===== config.mk =====
export PLATFORM = sky130hd
export DESIGN_NAME = seq_shifter
export DESIGN_NICKNAME = d
export VERILOG_FILES = /design/src/rtl/seq_shifter.sv
export SDC_FILE = /design/constraint.sdc
export NUM_CORES = 1
export LEC_CHECK = 0
export ABC_AREA = 1
export CAP_MARGIN = 20
export CORE_AREA = 10 10 58 72
export DETAILED_ROUTE_END_ITERATION = 8
export DIE_AREA = 0 0 68 82
export HOLD_SLACK_MARGIN = 0.02
export PLACE_DENSITY = 0.78
export SLEW_MARGIN = 15
export SYNTH_ARGS = -nofsm -noshare
export SYNTH_HDL_FRONTEND = slang
export SYNTH_SLANG_ARGS = --single-unit

===== constraint.sdc =====
create_clock -name clk -period 2.8 [get_ports clk]
set_input_delay 0.56 -clock clk [delete_from_list [all_inputs] [get_ports clk]]
set_output_delay 0.56 -clock clk [all_outputs]
set_load 0.02 [all_outputs]

===== src/rtl/seq_shifter.sv =====
// Multi-cycle shift/rotate unit: shifts a captured operand by up to STEP
// positions per clock and reports a registered result, carry and done pulse.
module seq_shifter #(
    parameter  int WIDTH = 8,
    parameter  int STEP  = 1,
    localparam int SHW   = $clog2(WIDTH)
) (
    input  logic             clk,
    input  logic             rst_n,
    input  logic             start,
    input  logic [WIDTH-1:0] a,
    input  logic [SHW-1:0]   amt,
    input  logic [1:0]       mode,
    output logic [WIDTH-1:0] result,
    output logic             carry,
    output logic             busy,
    output logic             done
);

    typedef enum logic [1:0] {
        IDLE  = 2'd0,
        SHIFT = 2'd1,
        DONE  = 2'd2
    } state_t;

    localparam logic [1:0]     MODE_SHL = 2'b00;
    localparam logic [1:0]     MODE_SHR = 2'b01;
    localparam logic [1:0]     MODE_SAR = 2'b10;
    localparam logic [SHW-1:0] STEP_W   = SHW'(STEP);

    state_t           state_reg;
    logic [WIDTH-1:0] work_reg;
    logic [SHW-1:0]   remaining_reg;
    logic [1:0]       mode_reg;
    logic             sign_reg;
    logic             carry_reg;
    logic             busy_reg;
    logic             done_reg;

    logic [SHW-1:0]   step_k;
    logic [SHW-1:0]   hi_idx;
    logic [SHW-1:0]   lo_idx;
    logic [WIDTH-1:0] fill_mask;
    logic [WIDTH-1:0] step_next;
    logic             carry_next;

    // One step of k = min(STEP, remaining) positions on the working register.
    always_comb begin
        step_k     = (remaining_reg > STEP_W) ? STEP_W : remaining_reg;
        hi_idx     = SHW'(WIDTH - int'(step_k));
        lo_idx     = step_k - SHW'(1);
        fill_mask  = ~({WIDTH{1'b1}} >> step_k);
        step_next  = work_reg;
        carry_next = carry_reg;
        case (mode_reg)
            MODE_SHL: begin
                step_next  = work_reg << step_k;
                carry_next = work_reg[hi_idx];
            end
            MODE_SHR: begin
                step_next  = work_reg >> step_k;
                carry_next = work_reg[lo_idx];
            end
            MODE_SAR: begin
                step_next  = (work_reg >> step_k) | (sign_reg ? fill_mask : '0);
                carry_next = work_reg[lo_idx];
            end
            default: begin
                // Rotate: the bit landing in LSB is the one that left the MSB.
                step_next  = (work_reg << step_k) | (work_reg >> hi_idx);
                carry_next = work_reg[hi_idx];
            end
        endcase
    end

    always_ff @(posedge clk) begin
        if (!rst_n) begin
            state_reg     <= IDLE;
            work_reg      <= '0;
            remaining_reg <= '0;
            mode_reg      <= MODE_SHL;
            sign_reg      <= 1'b0;
            carry_reg     <= 1'b0;
            busy_reg      <= 1'b0;
            done_reg      <= 1'b0;
        end else begin
            case (state_reg)
                IDLE: begin
                    if (start) begin
                        work_reg      <= a;
                        mode_reg      <= mode;
                        sign_reg      <= a[WIDTH-1];
                        carry_reg     <= 1'b0;
                        remaining_reg <= amt;
                        busy_reg      <= 1'b1;
                        if (amt != '0) begin
                            state_reg <= SHIFT;
                        end else begin
                            state_reg <= DONE;
                            done_reg  <= 1'b1;
                        end
                    end
                end
                SHIFT: begin
                    work_reg      <= step_next;
                    carry_reg     <= carry_next;
                    remaining_reg <= remaining_reg - step_k;
                    if (remaining_reg <= STEP_W) begin
                        state_reg <= DONE;
                        done_reg  <= 1'b1;
                    end
                end
                DONE: begin
                    state_reg <= IDLE;
                    done_reg  <= 1'b0;
                    busy_reg  <= 1'b0;
                end
                default: begin
                    state_reg <= IDLE;
                    done_reg  <= 1'b0;
                    busy_reg  <= 1'b0;
                end
            endcase
        end
    end

    assign result = work_reg;
    assign carry  = carry_reg;
    assign busy   = busy_reg;
    assign done   = done_reg;

endmodule


=== After elaboration in Yosys (flattened, before gate mapping) ===
Cells that the tools add are included.

* Register bits: 19
* Bits of input ports: 16
* Output and inout port bits: 11

* Add/sub/neg operators: 3
* Magnitude comparators: 4
* Equal/unequal tests: 6
* Shift-type cells: 4
* Multiplexer cells: 24
* Bitwise logic cells: 4
* Reduce and logical (&&, ||, !) cells: 10

{| class="wikitable"
|+ Operator list
! kind !! number
|-
| $pmux 8 s3 || 1
|-
| $mux 8 || 2
|-
| $or 8x8->8 || 2
|-
| $pmux 8 s2 || 1
|-
| $shr 8x3->8 || 2
|-
| $lt 3x4->1 const B || 2
|-
| $mux 1 || 8
|-
| $not 8->8 || 1
|-
| $reduce_and 2->1 || 4
|-
| $shl 8x3->8 || 1
|-
| $shr 8x3->8 const A || 1
|-
| $bmux 1 s3 || 2
|-
| $mux 2 || 3
|-
| $mux 3 || 2
|-
| $ne 2x2->1 const B || 3
|-
| $pmux 1 s2 || 3
|-
| $pmux 3 s2 || 1
|-
| $eq 2x1->1 const B || 2
|-
| $logic_not 2->1 || 2
|-
| $pmux 2 s2 || 1
|-
| $gt 3x1->1 const B || 1
|-
| $le 3x1->1 const B || 1
|-
| $reduce_and 3->1 || 1
|-
| $reduce_bool 3->1 || 1
|-
| other kinds (7) || 7
|}

=== Depth between registers and ports, before layout ===
Gate-level depths: netlist (run 1).

* Word-level depth: 8
* Depth in mapped cells: 13

=== Least setup slack after synthesis (run 1) ===
Ideal clock, no wire load.

* Kind: register -> register
* From: register remaining_reg[2]
* To: register work_reg[6] (netlist: result[6])
* Arrival time: 1.805 ns
* Data required time: 2.681 ns
* Setup slack: 0.877 ns
* Cell stages (with the launch flop): 12
* Path buffers: 2
* Clock period less this slack: 1.923 ns
* Cells stage by stage: dfxtp_1 -> nor2_4 -> nand2_4 -> buf_6 -> clkinv_2 -> ha_1 -> buf_2 -> clkinv_1 -> a21oi_1 -> nor2_1 -> o31ai_1 -> inv_1

* Cells in the longest elaborated chain, start to end: 8
* Elaborated cells on any way between the ends: 13
* Those cells by class: 1 x add/sub; 1 x order compare; 4 x shift; 4 x mux; 3 x bitwise

{| class="wikitable"
|+ RTL lines
! element !! RTL line !! RTL
|-
| start, declared || 33 || <nowiki>logic [SHW-1:0] remaining_reg;</nowiki>
|-
| start signal, assigned || 94 || <nowiki>remaining_reg <= amt;</nowiki>
|-
| start signal, assigned || 107 || <nowiki>remaining_reg <= remaining_reg - step_k;</nowiki>
|-
| $gt 3x1->1 || 49 || <nowiki>step_k = (remaining_reg > STEP_W) ? STEP_W : remaining_reg;</nowiki>
|-
| $mux 3 (*) || 49 ||
|-
| parallel branches: the longest is 4 deep, another holds $sub 1x3->3 || -- ||
|-
| $pmux 8 s3 (*) || 55 || <nowiki>case (mode_reg)</nowiki>
|-
| $pmux 8 s2 (*) || 87 || <nowiki>case (state_reg)</nowiki>
|-
| end signal, assigned || 105 || <nowiki>work_reg <= step_next;</nowiki>
|-
| end, declared || 32 || <nowiki>logic [WIDTH-1:0] work_reg;</nowiki>
|}

Every way passes the cells marked *.
A chain may end at the register's enable or synchronous reset.

=== Worst setup path after layout (run 1) ===
* From: register remaining_reg[0]
* To: register carry_reg (netlist: carry)

* Cells in the longest elaborated chain, start to end: 7
* Elaborated cells on any way between the ends: 10
* Those cells by class: 2 x add/sub; 1 x order compare; 7 x mux

{| class="wikitable"
|+ RTL lines
! element !! RTL line !! RTL
|-
| $gt 3x1->1 || 49 ||
|-
| $mux 3 (*) || 49 ||
|-
| $sub 1x3->3 / $sub 3x1->3 (equally long branches) || 50, 51 ||
|-
| $bmux 1 s3 (on tied branches) || -- ||
|-
| $mux 1 (on tied branches) || -- ||
|-
| $mux 1 (*) || -- ||
|-
| $pmux 1 s2 (*) || 87 ||
|-
| end signal, assigned || 106 || <nowiki>carry_reg <= carry_next;</nowiki>
|-
| end, declared || 36 || <nowiki>logic carry_reg;</nowiki>
|}

Every way passes the cells marked *; elsewhere a longest branch is shown, timed or not. The select of a mux whose other input is x is not followed.

==> summary.txt, run 1 <==
Floorplan
  • Starting Density: 53.0%
  • Die X: 68 um
  • Placeable Area: 2860 um^2
  • Chip height: 82 um
  • Die footprint: 5580 um^2
  • IO Count: 27
  • Row cnt: 22

Flow run
  • Max_cap viols: 0

CTS
  • Clock sink count: 19
  • H-tree levels: 1
  • Clk pin slew, worst setup/hold paths: 0.13 ns
  • Num CTS Buffers: 3
  • Hold_buf cts: 0
  • CTS Root Cell: clkbuf_4
  • Setup Buffers After CTS: 0
  • Worst skew pair latency: 0.31 ns
  • TritonCTS clock tree: yes
  • Cts repair resizes: 0
  • Clk buf depth: 2

Global route
  • GRT Total Usage: 17.2%
  • First-pass GRT wire length: 7420 um
  • Vias in the first global route: 1,580
  • Most used routing layer: met2
  • Global route total overflow: 0
  • Met2 GRT Util: 29.5%
  • Largest net degree at the start of global routing: 16
  • Grt met3 use: 3.41%
  • Initial antenna violation count: 0
  • Met1 global-route usage: 20.0%

Setup path
  • Crit path capture type: register
  • Register-to-Register Path Depth: 10
  • CP endpoint: carry
  • R2r endpoint: carry
  • Crit path max fanout: 13
  • Worst setup path start: remaining_reg[0]
  • Critical R2R Launch: remaining_reg[0]
  • Data required, critical path: 3.06 ns
  • R2R Setup Slk: 0.46 ns
  • Critical path class: reg -> reg
  • Crit start category: register
  • Worst EP arrival: 2.60 ns

Layout
  • Max FFs per register: 8
  • Area growth syn-to-layout: 21.1%
  • Fin nets: 289
  • Layout cells sized above 1: 7.98%
  • Commonest cells after routing, fill and taps aside: nand2_1 (50), nand3_1 (33), inv_1 (30)
  • Layout Utilization: 64.2%
  • # diodes: 0
  • Commonest non-fill, non-tap cell in the layout: nand2_1

Synthesis
  • Cells after Synth: 236
  • Synth area leaders: dfxtp_1 (25%), nand2_1 (12%), nand3_1 (11%)
  • Seq/Total Area, Yosys: 25.1%
  • Yosys reg bits: 19
  • Synth cell types: 31
  • Synth area leader: dfxtp_1
  • Syn avg cell area: 6.43 um^2
  • Area share of the largest cell type after synthesis: 25.1%
  • Ys Warns: 0
  • Mapped Area: 1520 um^2

Timing
  • Setup TNS: 0 ns
  • Fin crit share: 83.5%
  • Max-slew violations: 0
  • Achievable Freq: 0.428 GHz
  • Final Hold Vio Count: 0
  • Minimum clock period after layout: 2.34 ns
  • RSZ-0062 raised after global routing: false
  • Endpoints failing setup: 0
  • Setup Skew: 0.0120 ns

Detailed routing
  • Routed vias/inst: 5.54
  • WL final: 4560 um
  • ANT nets after route: 0
  • Wirelength per Cell: 15.3 um
  • First-pass iteration count of the detailed router: 4
  • 1st-iter DRT viols: 117
  • DRC Markers: 0
  • DR vias: 1,656

Placed design
  • Hpwl dp: 3650 um
  • Routability Congestion: 0.979
  • Number of buffers added on ports: 26

Hold path
  • Hold depth: 2
  • Min-Delay Path Class: reg -> reg

Pwr
  • Leakage: 0.813 nW
  • Power per cell area: 696 nW/um^2
  • Max IR drop VDD: 0.396 mV

Outcome
  • Status: finished, final reports clean
-- worst max-delay path: stages (launching register included) --
cell	delay (ns)
dfxtp_1	0.33
inv_1	0.16
nand2_4	0.22
clkinv_2	0.09
ha_1	0.49
clkinv_1	0.33
nand3_1	0.21
nand3_1	0.14
nand3_1	0.10
nand3_1	0.09
a21oi_1	0.13
-- logic make-up after synthesis --
| family | Yosys count | share of synthesized area [%] |
|---|---|---|
| simple gates | 117 | 37.3 |
| compound gates | 50 | 19.2 |
| buf+inv | 39 | 10.5 |
| flops | 19 | 25.1 |
| fa+ha+maj | 9 | 7.42 |
| other cells | 2 | 0.495 |
-- stage by stage --
step / power (mW) / std cells / worst slack [ns] / hold WS (ns) / instance area [um^2]
after floorplan: 0.900 / 238 / 0.877 / 0.472 / 1530
after global placement: 1.13 / 295 / 0.480 / 0.454 / 1810
after detailed placement: 1.12 / 295 / 0.523 / 0.458 / 1810
after CTS: 1.27 / 299 / 0.506 / 0.476 / 1840
after global routing: 1.38 / 299 / 0.241 / 0.503 / 1840
final: 1.28 / 299 / 0.461 / 0.474 / 1840
-- area by class of cell --
cell class	instances	area, um^2
timing repair buffer	28	275
sequential	19	380
clock buffer	3	22.5
inverter	32	121
fill	286	1020
tap	36	45.0
multi-input combinational	180	986
clock inverter	1	7.51
-- per-layer routing --
layer | vias up | routed length (um) | part of all wire (%)
li1 | 836 | - | -
met2 | 68 | 2360 | 52
met1 | 740 | 1760 | 39
met5 | - | 0 | 0
met4 | 0 | 115 | 2.5
met3 | 12 | 331 | 7.3
-- synth_stat cells --
cell / count
a211oi_1: 2
a21oi_1: 17
a21oi_2: 1
a31oi_1: 3
and2_1: 3
buf_2: 3
buf_6: 1
clkbuf_1: 3
clkinv_1: 1
clkinv_2: 1
conb_1: 2
dfxtp_1: 19
ha_1: 9
inv_1: 30
nand2_1: 50
nand2_2: 3
nand2_4: 3
nand3_1: 33
nand3_2: 2
nand3b_1: 3
nor2_1: 12
nor2_2: 1
nor2_4: 2
nor3_1: 4
o211ai_1: 3
o211ai_2: 1
o21ai_0: 19
o221ai_1: 1
o311ai_0: 2
o31ai_1: 1
or2_2: 1
-- report_power, final --
group	switching (mW)	internal, mW	total [mW]
logic	0.490	0.273	0.764
registers	0.0449	0.318	0.363
clock network	0.0978	0.0545	0.152
total	0.633	0.646	1.28
-- worst min-delay path by stage --
stage	to	startpoint	slack [ns]
floorplan	sign_reg	sign_reg	0.47
global placement	carry	carry	0.45
detailed placement	carry	carry	0.46
CTS	carry	carry	0.48
global route	carry	carry	0.50
finish	carry	carry	0.47
(Power assumes the default switching activity.)
==> inputs of run 2 (changes only) <==
- CORE_AREA: 10 10 58 72 -> 10 10 62 77
- DIE_AREA: 0 0 68 82 -> 0 0 72 87
- PLACE_DENSITY: 0.78 -> 0.7
- clock period: 2.8 -> 2 ns (I/O delays scaled with it)
==> run 2 against run 1 <==
Hold slack worse by 0.0043 ns; core utilization down 7.0 points; sequential power up 39%; sequential share of layout area down 0.94 points; design area up 4.8%; sequential cell count unchanged; cell count up 3.7%; worst setup slack worse by 0.31 ns; register-to-register slack worse by 0.31 ns; clock power up 75%; total power up 47%; critical endpoint is now result[0]; largest cell class unchanged; largest power group unchanged.
==> summary.txt, run 2 (same netlist as run 1, synthesis figures left out) <==
Outcome
  • Status: finished, final reports clean

Timing
  • Minimum clock period after layout: 1.85 ns
  • Setup Skew: 0.00784 ns
  • Final Hold Vio Count: 0
  • Achievable Freq: 0.540 GHz
  • Hold Slack: 0.470 ns
  • Fin crit share: 92.6%
  • Max-slew violations: 0
  • Endpoints failing setup: 0
  • RSZ-0062 raised after global routing: false
  • PnR worst setup slack: 0.149 ns
  • Setup TNS: 0 ns

Global route
  • Global route total overflow: 0
  • First-pass GRT wire length: 7610 um
  • Initial antenna violation count: 0
  • Vias in the first global route: 1,625
  • GRT Total Usage: 14.5%
  • Largest net degree at the start of global routing: 14

Hold path
  • Hold Crit Start: done
  • Min-Delay Path Class: reg -> reg

Pwr
  • Max IR drop VDD: 0.502 mV
  • Power per cell area: 979 nW/um^2
  • Tot Pwr: 1.88 mW
  • Leakage: 0.862 nW

Detailed routing
  • Wirelength per Cell: 14.4 um
  • Routed vias/inst: 5.45
  • ANT nets after route: 0
  • DRC Markers: 0
  • DR vias: 1,689
  • WL final: 4460 um
  • 1st-iter DRT viols: 170
  • First-pass iteration count of the detailed router: 5

Setup path
  • CP endpoint: result[0]
  • Crit path max fanout: 6
  • Critical R2R Launch: remaining_reg[2]
  • Crit start category: register
  • R2R Setup Slk: 0.15 ns
  • Register-to-Register Path Depth: 11
  • Critical path class: reg -> reg
  • Data required, critical path: 2.19 ns
  • R2r endpoint: result[0]
  • Worst EP arrival: 2.05 ns
  • Crit path capture type: register
  • Worst setup path start: remaining_reg[2]

Floorplan
  • IO Count: 27
  • Row cnt: 24
  • Die X: 72 um
  • Die footprint: 6260 um^2
  • Placeable Area: 3360 um^2
  • Chip height: 87 um
  • Starting Density: 45.1%

Layout
  • Max FFs per register: 8
  • Commonest cells after routing, fill and taps aside: nand2_1 (50), nand3_1 (33), inv_1 (30)
  • Area occupied by multi-input gates: 993 um^2
  • FF+latch area: 380 um^2
  • Fillers: 339
  • Fin nets: 297
  • Layout Utilization: 57.3%
  • Layout cells sized above 1: 11.1%
  • Area growth syn-to-layout: 26.9%
  • Design area: 1930 um^2
  • Post-Layout Cell Count: 310
  • Commonest non-fill, non-tap cell in the layout: nand2_1
  • # diodes: 0

Placed design
  • Routability Congestion: 0.953
  • Inst Count DP: 306
  • Number of buffers added on ports: 26
  • Placed cell areas: 1870 um^2
  • Hpwl dp: 3590 um
  • Placement Setup Slack: 0.0780 ns

CTS
  • Setup Buffers After CTS: 0
  • H-tree levels: 1
  • TritonCTS clock tree: yes
  • Clk pin slew, worst setup/hold paths: 0.08 ns
  • Clk buf depth: 2
  • Num CTS Buffers: 3
  • Worst skew pair latency: 0.25 ns
  • CTS Root Cell: clkbuf_8
  • Clock sink count: 19

Flow run
  • Max_cap viols: 0
## run 2: cell type report
type                            count  share of cell area, %
Multi-Input combinational cell    180                   51.6
Sequential cell                    19                   19.8
Timing Repair Buffer               36                   17.4
Inverter                           32                   6.30
Tap cell                           39                   2.53
Clock buffer                        3                   2.14
Clock inverter                      1                  0.260
## run 2: per-layer routing
layer / global-route usage [%] / up-vias / part of all wire (%) / routed length [um]
met5: 0 / - / 0 / 0
met4: 5.29 / 0 / 3.1 / 140
met3: 2.40 / 14 / 5.5 / 244
met2: 25.7 / 62 / 50 / 2210
met1: 16.7 / 761 / 42 / 1860
li1: - / 852 / - / -
## run 2: worst min path at each step
stage | to | slack [ns] | cells after the start
6_report | done | 0.47 | 2
5_1_grt | carry | 0.50 | 2
3_3_place_gp | done | 0.46 | 2
4_1_cts | done | 0.47 | 2
3_5_place_dp | done | 0.46 | 2
2_1_floorplan | sign_reg | 0.47 | 2
## run 2: worst max-delay path, stage by stage (launching register included)
cell      delay, ns
dfxtp_1        0.35
nor2_4         0.15
nand2_4        0.06
clkinv_2       0.06
ha_1           0.17
inv_1          0.05
ha_1           0.38
inv_1          0.17
nand3_1        0.13
nand3b_1       0.10
nand3_1        0.07
a21oi_1        0.12
## run 2: power by group
part           switching [mW]  internal (mW)  leakage (nW)  total [mW]
Combinational           0.692          0.424         0.680        1.12
Clock                   0.127          0.138        0.0255       0.266
Sequential             0.0573          0.445         0.157       0.503
Total                   0.877           1.01         0.862        1.88
## run 2: what timing repair did
item                                    4_1_cts  5_1_grt
endpoints found under the setup margin        0        4
resized for setup                             0        2
hold buffers                                  0        0
==> inputs of run 3 (changes only) <==
- ABC_CLOCK_PERIOD_IN_PS: not set -> 2000
- CORE_AREA: 10 10 62 77 -> 10 10 68 70
- DIE_AREA: 0 0 72 87 -> 0 0 78 80
- PLACE_DENSITY: 0.7 -> 0.71
==> run 3 against run 2 <==
Count of clock-buffer cells in the layout up 1; die area down 0.38%; via count down 1.5%; routed wire length down 1.6%; worst setup slack better by 0.060 ns; critical path type is now reg -> out.
==> summary.txt, run 3 (same netlist as run 1, synthesis figures left out) <==
Timing
  • Max-slew violations: 0
  • Fin crit share: 89.6%
  • Endpoints failing setup: 0
  • RSZ-0062 raised after global routing: false
  • Setup Skew: 0.00699 ns
  • Setup TNS: 0 ns
  • Minimum clock period after layout: 1.79 ns
  • Achievable Freq: 0.558 GHz
  • Final Hold Vio Count: 0

Flow run
  • Max_cap viols: 0

Pwr
  • Power per cell area: 953 nW/um^2
  • Leakage: 0.842 nW
  • Switching Share: 48.0%
  • Sequential power share: 27.8%
  • Power share of the clock group: 11.5%
  • Internal power: 0.939 mW
  • Combinational cell fraction of total power: 60.7%
  • Switch Pwr: 0.867 mW
  • Max IR drop VDD: 0.440 mV

Layout
  • Commonest cells after routing, fill and taps aside: nand2_1 (50), nand3_1 (33), inv_1 (30)
  • Fin nets: 295
  • Area growth syn-to-layout: 24.8%
  • # diodes: 0
  • Max FFs per register: 8
  • Layout cells sized above 1: 10.0%
  • Commonest non-fill, non-tap cell in the layout: nand2_1
  • Layout Utilization: 57.7%

CTS
  • Num CTS Buffers: 3
  • TritonCTS clock tree: yes
  • Hold_buf cts: 0
  • Clock sink count: 19
  • Clk pin slew, worst setup/hold paths: 0.12 ns
  • CTS Root Cell: clkbuf_4
  • Clk buf depth: 2
  • Worst skew pair latency: 0.31 ns
  • H-tree levels: 1

Floorplan
  • Die X: 78 um
  • Die footprint: 6240 um^2
  • Starting Density: 46.2%
  • Row cnt: 21
  • IO Count: 27
  • Chip height: 80 um
  • Placeable Area: 3280 um^2

Setup path
  • Crit path capture type: output pin
  • Data required, critical path: 1.60 ns
  • Crit path max fanout: 4
  • Crit start category: register
  • CP max stage cell: clkdlybuf4s50_1
  • Critical path class: reg -> out
  • Top delay family on crit path: buffers and inverters
  • Slowest stage delay, CP: 0.64 ns
  • CP Cell Sequence: clkdlybuf4s50_1
  • WP buf/inv: 1
  • Worst EP arrival: 1.39 ns

Placed design
  • Hpwl dp: 3500 um
  • Routability Congestion: 0.973
  • Number of buffers added on ports: 26

Hold path
  • Min-Delay Path Class: reg -> reg

Detailed routing
  • Wirelength per Cell: 13.9 um
  • ANT nets after route: 0
  • DR vias: 1,663
  • 1st-iter DRT viols: 180
  • First-pass iteration count of the detailed router: 4
  • WL final: 4390 um
  • Routed vias/inst: 5.28
  • DRC Markers: 0

Global route
  • GRT Total Usage: 13.9%
  • Initial antenna violation count: 0
  • Vias in the first global route: 1,582
  • Global route total overflow: 0
  • Largest net degree at the start of global routing: 16
  • First-pass GRT wire length: 7220 um

Outcome
  • Status: finished, final reports clean
-- run 3: changes by cell type in the layout (fill, tap and decap cells not counted) --
| cell | delta |
|---|---|
| clkbuf_1 | +1 |
| clkbuf_4 | +3 |
| clkbuf_8 | -3 |
| clkinv_2 | -1 |
| nor2_4 | -1 |
| buf_4 | -2 |
| nor2_2 | +1 |
-- run 3: per-layer routing --
metal  share of wire (%)  routed length [um]  GRT usage [%]  vias up
met4                0.66                  29           4.66        0
met2                  48                2100           23.5       62
li1                    -                   -              -      845
met5                   0                   0              0        -
met3                 5.8                 255           3.04        6
met1                  46                2000           17.1      750
-- run 3: layout make-up --
| cell class | instances | area, um^2 |
|---|---|---|
| well taps | 46 | 57.6 |
| multi-input cells | 180 | 988 |
| clock buffers | 4 | 26.3 |
| flip-flops and latches | 19 | 380 |
| inverters | 32 | 121 |
| repair buffers | 34 | 320 |
| fillers | 339 | 1390 |
-- run 3: path summary, 6_finish.rpt --
kind	startpoint	to	slack [ns]	cells past startpoint
worst max register to register	remaining_reg[2]	result[0]	0.21	11
worst max-delay path	result[7]	result[7]	0.21	1
worst min-delay path	done	done	0.49	2
worst min register to register	done	done	0.49	2
-- run 3: through the flow --
step	power [mW]	instances	hold WS [ns]	worst slack, ns	area [um^2]
floorplan	1.26	238	0.472	0.0767	1530
global placement	1.60	311	0.460	0.177	1870
detailed placement	1.59	311	0.467	0.150	1870
CTS	1.79	315	0.487	0.122	1890
global route	1.95	315	0.518	0.00906	1890
finish	1.81	315	0.486	0.209	1890
-- run 3: power groups by stage --
stage | registers, mW | logic [mW] | clock network, mW
2_1_floorplan | 0.552 | 0.707 | 0
3_5_place_dp | 0.511 | 1.08 | 0
6_report | 0.503 | 1.10 | 0.207
3_3_place_gp | 0.510 | 1.09 | 0
4_1_cts | 0.502 | 1.09 | 0.206
5_1_grt | 0.511 | 1.22 | 0.216
-- run 3: repair_timing --
action | 4_1_cts | 5_1_grt
setup buffers | 0 | 0
setup endpoints to repair | 0 | 1
resized for setup | 0 | 1
